[config.mk]
export PLATFORM = sky130hd
export DESIGN_NAME = grayscale_window
export DESIGN_NICKNAME = d
export VERILOG_FILES = /design/src/rtl/grayscale_window.sv
export SDC_FILE = /design/constraint.sdc
export NUM_CORES = 1
export LEC_CHECK = 0
export ABC_CLOCK_PERIOD_IN_PS = 3700
export CAP_MARGIN = 40
export CORE_MARGIN = 8
export CORE_UTILIZATION = 45
export DETAILED_ROUTE_END_ITERATION = 12
export PLACE_DENSITY = 0.74
export SLEW_MARGIN = 15
export SYNTH_ARGS = -nofsm -noshare
export SYNTH_HDL_FRONTEND = slang
export SYNTH_SLANG_ARGS = --single-unit
[constraint.sdc]
create_clock -name clk -period 3.7 [get_ports clk]
set_input_delay 0.555 -clock clk [delete_from_list [all_inputs] [get_ports clk]]
set_output_delay 0.555 -clock clk [all_outputs]
set_load 0.01 [all_outputs]
[src/rtl/grayscale_window.sv]
// RGB->luma window loader: handshake-fed 2-stage fixed-point conversion into a WIN-slot window.
// Define GRAY_ROUND_EN for round-half-up luma; default build truncates.
module grayscale_window #(
  parameter int unsigned PIX_W  = 8,
  parameter int unsigned WIN    = 9,
  parameter int unsigned ADDR_W = 4
) (
  input  logic                   clk,
  input  logic                   rst,
  input  logic                   in_valid,
  output logic                   in_ready,
  input  logic [ADDR_W-1:0]      in_addr,
  input  logic [3*PIX_W-1:0]     in_rgb,
  input  logic                   win_clr,
  output logic [WIN*PIX_W-1:0]   win_gray,
  output logic [WIN-1:0]         win_mask,
  output logic                   win_full,
  output logic                   addr_err
);

  typedef logic [PIX_W+7:0] prod_t;
  typedef logic [PIX_W+9:0] sum_t;

  logic              s1_valid;
  logic [ADDR_W-1:0] s1_addr;
  prod_t             p_r, p_g, p_b;

  logic              accept;
  logic              addr_ok;
  sum_t              sum;
  sum_t              sum_adj;
  logic [PIX_W-1:0]  gray;
  logic [WIN-1:0]    mask_nxt;

  // rst gates ready so nothing is taken while the block is held in reset.
  assign in_ready = !rst && !win_full && !win_clr;
  assign accept   = in_valid && in_ready;
  assign addr_ok  = 32'(s1_addr) < WIN;

  always_comb begin
    sum = sum_t'(p_r) + sum_t'(p_g) + sum_t'(p_b);
`ifdef GRAY_ROUND_EN
    sum_adj = sum + sum_t'(128);
`else
    sum_adj = sum;
`endif
    // Weights total 256, so the shifted result always fits PIX_W bits.
    gray = PIX_W'(sum_adj >> 8);
  end

  always_comb begin
    mask_nxt = win_mask;
    if (s1_valid && addr_ok) begin
      for (int unsigned k = 0; k < WIN; k++) begin
        if (32'(s1_addr) == k) mask_nxt[k] = 1'b1;
      end
    end
  end

  always_ff @(posedge clk or posedge rst) begin
    if (rst) begin
      s1_valid <= 1'b0;
      s1_addr  <= '0;
      p_r      <= '0;
      p_g      <= '0;
      p_b      <= '0;
      win_gray <= '0;
      win_mask <= '0;
      win_full <= 1'b0;
      addr_err <= 1'b0;
    end else begin
      addr_err <= 1'b0;
      if (win_clr) begin
        // Flush in-flight pixels; window data stays readable.
        s1_valid <= 1'b0;
        win_mask <= '0;
        win_full <= 1'b0;
      end else begin
        s1_valid <= accept;
        if (accept) begin
          s1_addr <= in_addr;
          p_r     <= prod_t'(in_rgb[3*PIX_W-1 -: PIX_W]) * prod_t'(77);
          p_g     <= prod_t'(in_rgb[2*PIX_W-1 -: PIX_W]) * prod_t'(153);
          p_b     <= prod_t'(in_rgb[PIX_W-1 -: PIX_W]) * prod_t'(26);
        end
        if (s1_valid && addr_ok) begin
          for (int unsigned k = 0; k < WIN; k++) begin
            if (32'(s1_addr) == k) win_gray[k*PIX_W +: PIX_W] <= gray;
          end
        end
        win_mask <= mask_nxt;
        win_full <= &mask_nxt;
        addr_err <= s1_valid && !addr_ok;
      end
    end
  end

endmodule

Word-level counts from Yosys, hierarchy flattened --
Cells that the tools add are included.
Operators by class: $add $sub $neg 2, multipliers 3, order comparisons 1, eq/ne operators 8, multiplexer cells 14, bitwise gates (word level) 1, reduce and logical (&&, ||, !) cells 21
Operators by type and width (number):
- AND reduction 3 bit | 9
- two-way mux 9 bit | 2
- adder 15 x 16 -> 16 bit | 1
- adder 16 x 13 -> 16 bit | 1
- == test 4 x 3 -> 1 bit, second input constant | 4
- multiplier 8 x 8 -> 16 bit, second input constant | 1
- multiplier 8 x 7 -> 15 bit, second input constant | 1
- multiplier 8 x 4 -> 12 bit, second input constant | 1
- two-way mux 1 bit | 12
- AND reduction 9 bit | 1
- == test 4 x 2 -> 1 bit, second input constant | 2
- logical AND 1 bit | 5
- == test 4 x 1 -> 1 bit, second input constant | 1
- == test 4 bit, second input constant | 1
- logical NOT 1 bit | 4
- logical NOT 4 bit | 1
- < comparator 4 bit, second input constant | 1
- AND reduction 2 bit | 1
- NOT 1 bit | 1
Storage, ports and cells: register bits 131, bits of input ports 32, output and inout bits 84, logic and storage cells 67

Logic depth before layout (Yosys ltp) --
depth in word-level cells 5, mapped depth 13, mapped depth without buffers 13

Worst setup path after synthesis --
Ideal clock, no wire load.
kind input-to-reg, start input in_rgb[20], end register p_r[13], library setup time 0.146 ns, arrival 3.585 ns, required time 3.554 ns, path slack -0.030 ns, cell stages on the path 13, buffers on the path 0, cells stage by stage ha_1 ha_1 inv_1 fa_1 fa_1 inv_1 ha_1 o21a_1 o31a_1 o31a_1 o41ai_1 mux2i_1 o311ai_0
On the way: cells in the longest elaborated chain, start to end 1
Ends and longest elaborated chain:
- from (decl) | RTL line 13 | input logic [3*PIX_W-1:0] in_rgb,
- multiplier 8 x 7 -> 15 bit | RTL line 82 | p_r <= prod_t'(in_rgb[3*PIX_W-1 -: PIX_W]) * prod_t'(77);
- to (signal assigned) | RTL line 82
- to (decl) | RTL line 26 | prod_t p_r, p_g, p_b;
No other way between the ends. A chain may end at the register's enable or synchronous reset.

Final worst setup path --
start input in_rgb[9], end register p_g[10]
On the way: cells in the longest elaborated chain, start to end 1
Ends and longest elaborated chain:
- multiplier 8 x 8 -> 16 bit | RTL line 83 | p_g <= prod_t'(in_rgb[2*PIX_W-1 -: PIX_W]) * prod_t'(153);
- to (signal assigned) | RTL line 83
- to (decl) | RTL line 26
No other way between the ends.

==> reports/results.ini <==
[drt]
drc = 0
drt_iter0_drc = 266
routedWlPerCell_um = 15.3
wl_um = 19300
final_antenna_net_count = 0
vias_per_cell = 5.18
num_vias = 6541
dr.pass1.iters = 4

[critical_path]
crit_path_max_incr_delay_ns = 0.50
cp_data_arrival_time_ns = 3.85
crit_chain = clkdlybuf4s50_1 -> buf_4 -> ha_1 -> ha_1 -> ha_1 -> fa_1 -> buf_4 -> ha_1 -> a21o_1 -> a21oi_1 -> o21bai_1 -> a21oi_1 -> xor2_1 -> o21ai_0
crit_path_frequent_cell = ha_1
path_class = input pin to flop
path_buf_inv = 3
required_ns = 4.00
critical_path.max_fanout = 3
endpoint_kind = flop
r2r_start = p_r[10]$_DFFE_PP0P_
critPathLaunchType = input pin
slowest_stage = fa_1
startpoint = in_rgb[9]
path_delay_family = adder cells

[sta]
holdWs_ns = 0.479
slew_headroom = 0.466
worstMarginPinSlew_ns = 0.795
max_freq_mhz = 281
fin_crit_sh = 0.961
slew_viol_final = 0
setup_violations = 0
fin_skew_ns = 0.00984
period_needed_ns = 3.56
hold_viol = 0

[die]
rows = 49
core_sq_um = 17800
io_pins = 116
die-area_sq_um = 22600
fp.dieW_um = 150
initial_core_util = 0.456
die_h_um = 150

[logic_synthesis]
syn_area_sq_um = 8130
ys_ff_latch = 131
synth_cell_type_count = 51
synth_edf_count = 0
netlist_instances = 847
ys_warn_count = 0
yosysSeqAreaShare = 0.403
syn-mean-instance-area_sq_um = 9.60
synthArstFlopShare = 1.00
syn-num-nets = 1020
ys.flop_type = dfrtp_1

[cells_and_area]
fin_nets = 1193
drive_gt1_frac = 0.104
finalNonFillerCells = 1262
antenna_cells = 0
area_delta_synth_final_pct = 30.1
utilization = 0.593
fill_cells = 1484

[power]
p_leak_nw = 5.15
vdd_drop_max_mv = 0.855
p_per_area_nw_per_um2 = 767
power_mw = 8.11

[job]
drv_cap = 0

[hold_path]
hp-start = win_gray[63]$_DFFE_PP0P_
hold_class = flop to flop

[global_routing]
grt_first_pass_wirelength_um = 32100
grt_max_degree = 76
grt.total_usage = 0.176
overflow = 0
antenna_found_initial = 0
grt_pass1_vias = 6699

[place]
dp_hpwl_um = 14700
place_inst = 1229
io_buffers = 115
place_congestion = 0.816

[clock_tree]
clock-sinks = 131
cts_tree = done
cts_hold_buf = 0
root_buffer = clkbuf_16
cts_buffer_depth = 2
cts.clk_slew.worst_paths_ns = 0.06
cts_buffers = 17
cts.htree.levels = 4
worstSkewPairLatency_ns = 0.42

[outcome]
status = completed

==> path summary, 6_finish.rpt <==
check | to | slack [ns] | cells past startpoint
worst max-delay path | p_g[10]$_DFFE_PP0P_ | 0.14 | 14
worst min-delay path | win_gray[63]$_DFFE_PP0P_ | 0.48 | 2
worst max register to register | win_gray[20]$_DFFE_PP0P_ | 0.36 | 7
max in group asynchronous | win_gray[13]$_DFFE_PP0P_ | 2.32 | 3
min in group asynchronous | win_gray[61]$_DFFE_PP0P_ | 0.56 | 2
worst min register to register | win_gray[63]$_DFFE_PP0P_ | 0.48 | 2
==> area by class of cell <==
class | instances | area (sq um) | share of cell area
Timing Repair Buffer | 177 | 1630 | 0.154
Multi-Input combinational cell | 618 | 4540 | 0.429
Sequential cell | 131 | 3280 | 0.310
Clock buffer | 18 | 429 | 0.0406
Clock inverter | 14 | 130 | 0.0123
Tap cell | 229 | 287 | 0.0271
Inverter | 75 | 285 | 0.0270
==> per-stage QoR <==
stage / instance area [sq um] / setup TNS [ns] / worst slack, ns
5_1_grt: 10600 / -0.0156 / -0.0156
6_report: 10600 / 0 / 0.144
3_3_place_gp: 9960 / -3.52 / -0.507
4_1_cts: 10500 / 0 / 0.0132
3_5_place_dp: 9960 / -4.56 / -0.554
2_1_floorplan: 8140 / 0 / 0.0381
==> logic make-up after synthesis <==
| logic type | synth area share |
|---|---|
| compound gates | 0.141 |
| fa+ha+maj | 0.247 |
| xor+xnor | 0.0257 |
| buf+inv | 0.0454 |
| mux | 0.00646 |
| flops | 0.403 |
| simple gates | 0.130 |
==> registers in the layout (all words and copies together), names as in the netlist <==
register / flops
addr_err: 1
p_b: 12
p_g: 16
p_r: 15
s1_addr: 4
s1_valid: 1
win_full: 1
win_gray: 72
win_mask: 9
==> what timing repair did <==
action,in CTS,in global routing
gates resized for setup,7,9
endpoints found under the setup margin,3,8
setup buffers,0,1
pin swaps,7,4
==> power by group <==
part           internal [mW]  switching, mW  leakage, nW  total [mW]
combinational           1.89           2.49         3.15        4.38
sequential              1.84          0.308         1.73        2.14
clock                  0.930          0.656        0.265        1.59
total                   4.66           3.45         5.15        8.11
==> worst reg2reg max path, stage by stage (launching register included) <==
cell and delay (ns):
dfrtp_1 0.41, fa_1 0.49, ha_1 0.34, a21oi_1 0.27, o21ai_0 0.31, o41a_1 0.48, xnor2_1 0.65, o21ai_0 0.23
==> Yosys cell counts (all sizes together), types with 3 or more instances <==
cell type / count / share of area
a211oi: 6 / 0.0055
a21o: 8 / 0.0074
a21oi: 29 / 0.018
a31oi: 4 / 0.0031
and3: 3 / 0.0023
buf: 3 / 0.0015
clkbuf: 20 / 0.0092
dfrtp: 131 / 0.40
fa: 33 / 0.081
ha: 108 / 0.17
inv: 75 / 0.035
mux2i: 3 / 0.0037
nand2: 169 / 0.078
nand3: 7 / 0.0043
nor2: 36 / 0.017
nor2b: 7 / 0.0054
nor3: 14 / 0.0086
nor3b: 5 / 0.0046
o21a: 7 / 0.0065
o21ai: 114 / 0.070
o21bai: 5 / 0.0046
xnor2: 10 / 0.011
xor2: 13 / 0.015
==> routing by layer <==
| layer | global-route usage | up-vias | share of wire | wire [um] |
|---|---|---|---|---|
| met2 | 0.305 | 155 | 0.49 | 9470 |
| met4 | 0.0565 | 0 | 0.011 | 217 |
| met3 | 0.0367 | 18 | 0.066 | 1280 |
| met5 | 0 | - | 0 | 0 |
| li1 | - | 3231 | - | - |
| met1 | 0.216 | 3137 | 0.43 | 8300 |
==> cell usage in the layout, fill, tap and decap left out, types with 3 or more instances in the layout <==
master           count
nor3b_1              5
xnor2_1             10
inv_1               73
a21oi_1             29
clkbuf_16           17
o21ai_1              3
clkinvlp_4           5
clkdlybuf4s50_1    111
nor2_1              36
mux2i_1              3
fa_1                33
o21bai_1             5
nor3_1              14
dfrtp_1            131
dlygate4sd2_1        3
ha_1               106
nand3_1              7
a211oi_1             5
xor2_1              12
clkinv_2             3
and3_1               3
o21ai_0            111
buf_4               61
a31oi_1              4
inv_6                3
nor2b_1              7
a21o_1               8
o21a_1               7
nand2_1            168
Power figures use the tool's default switching activity.
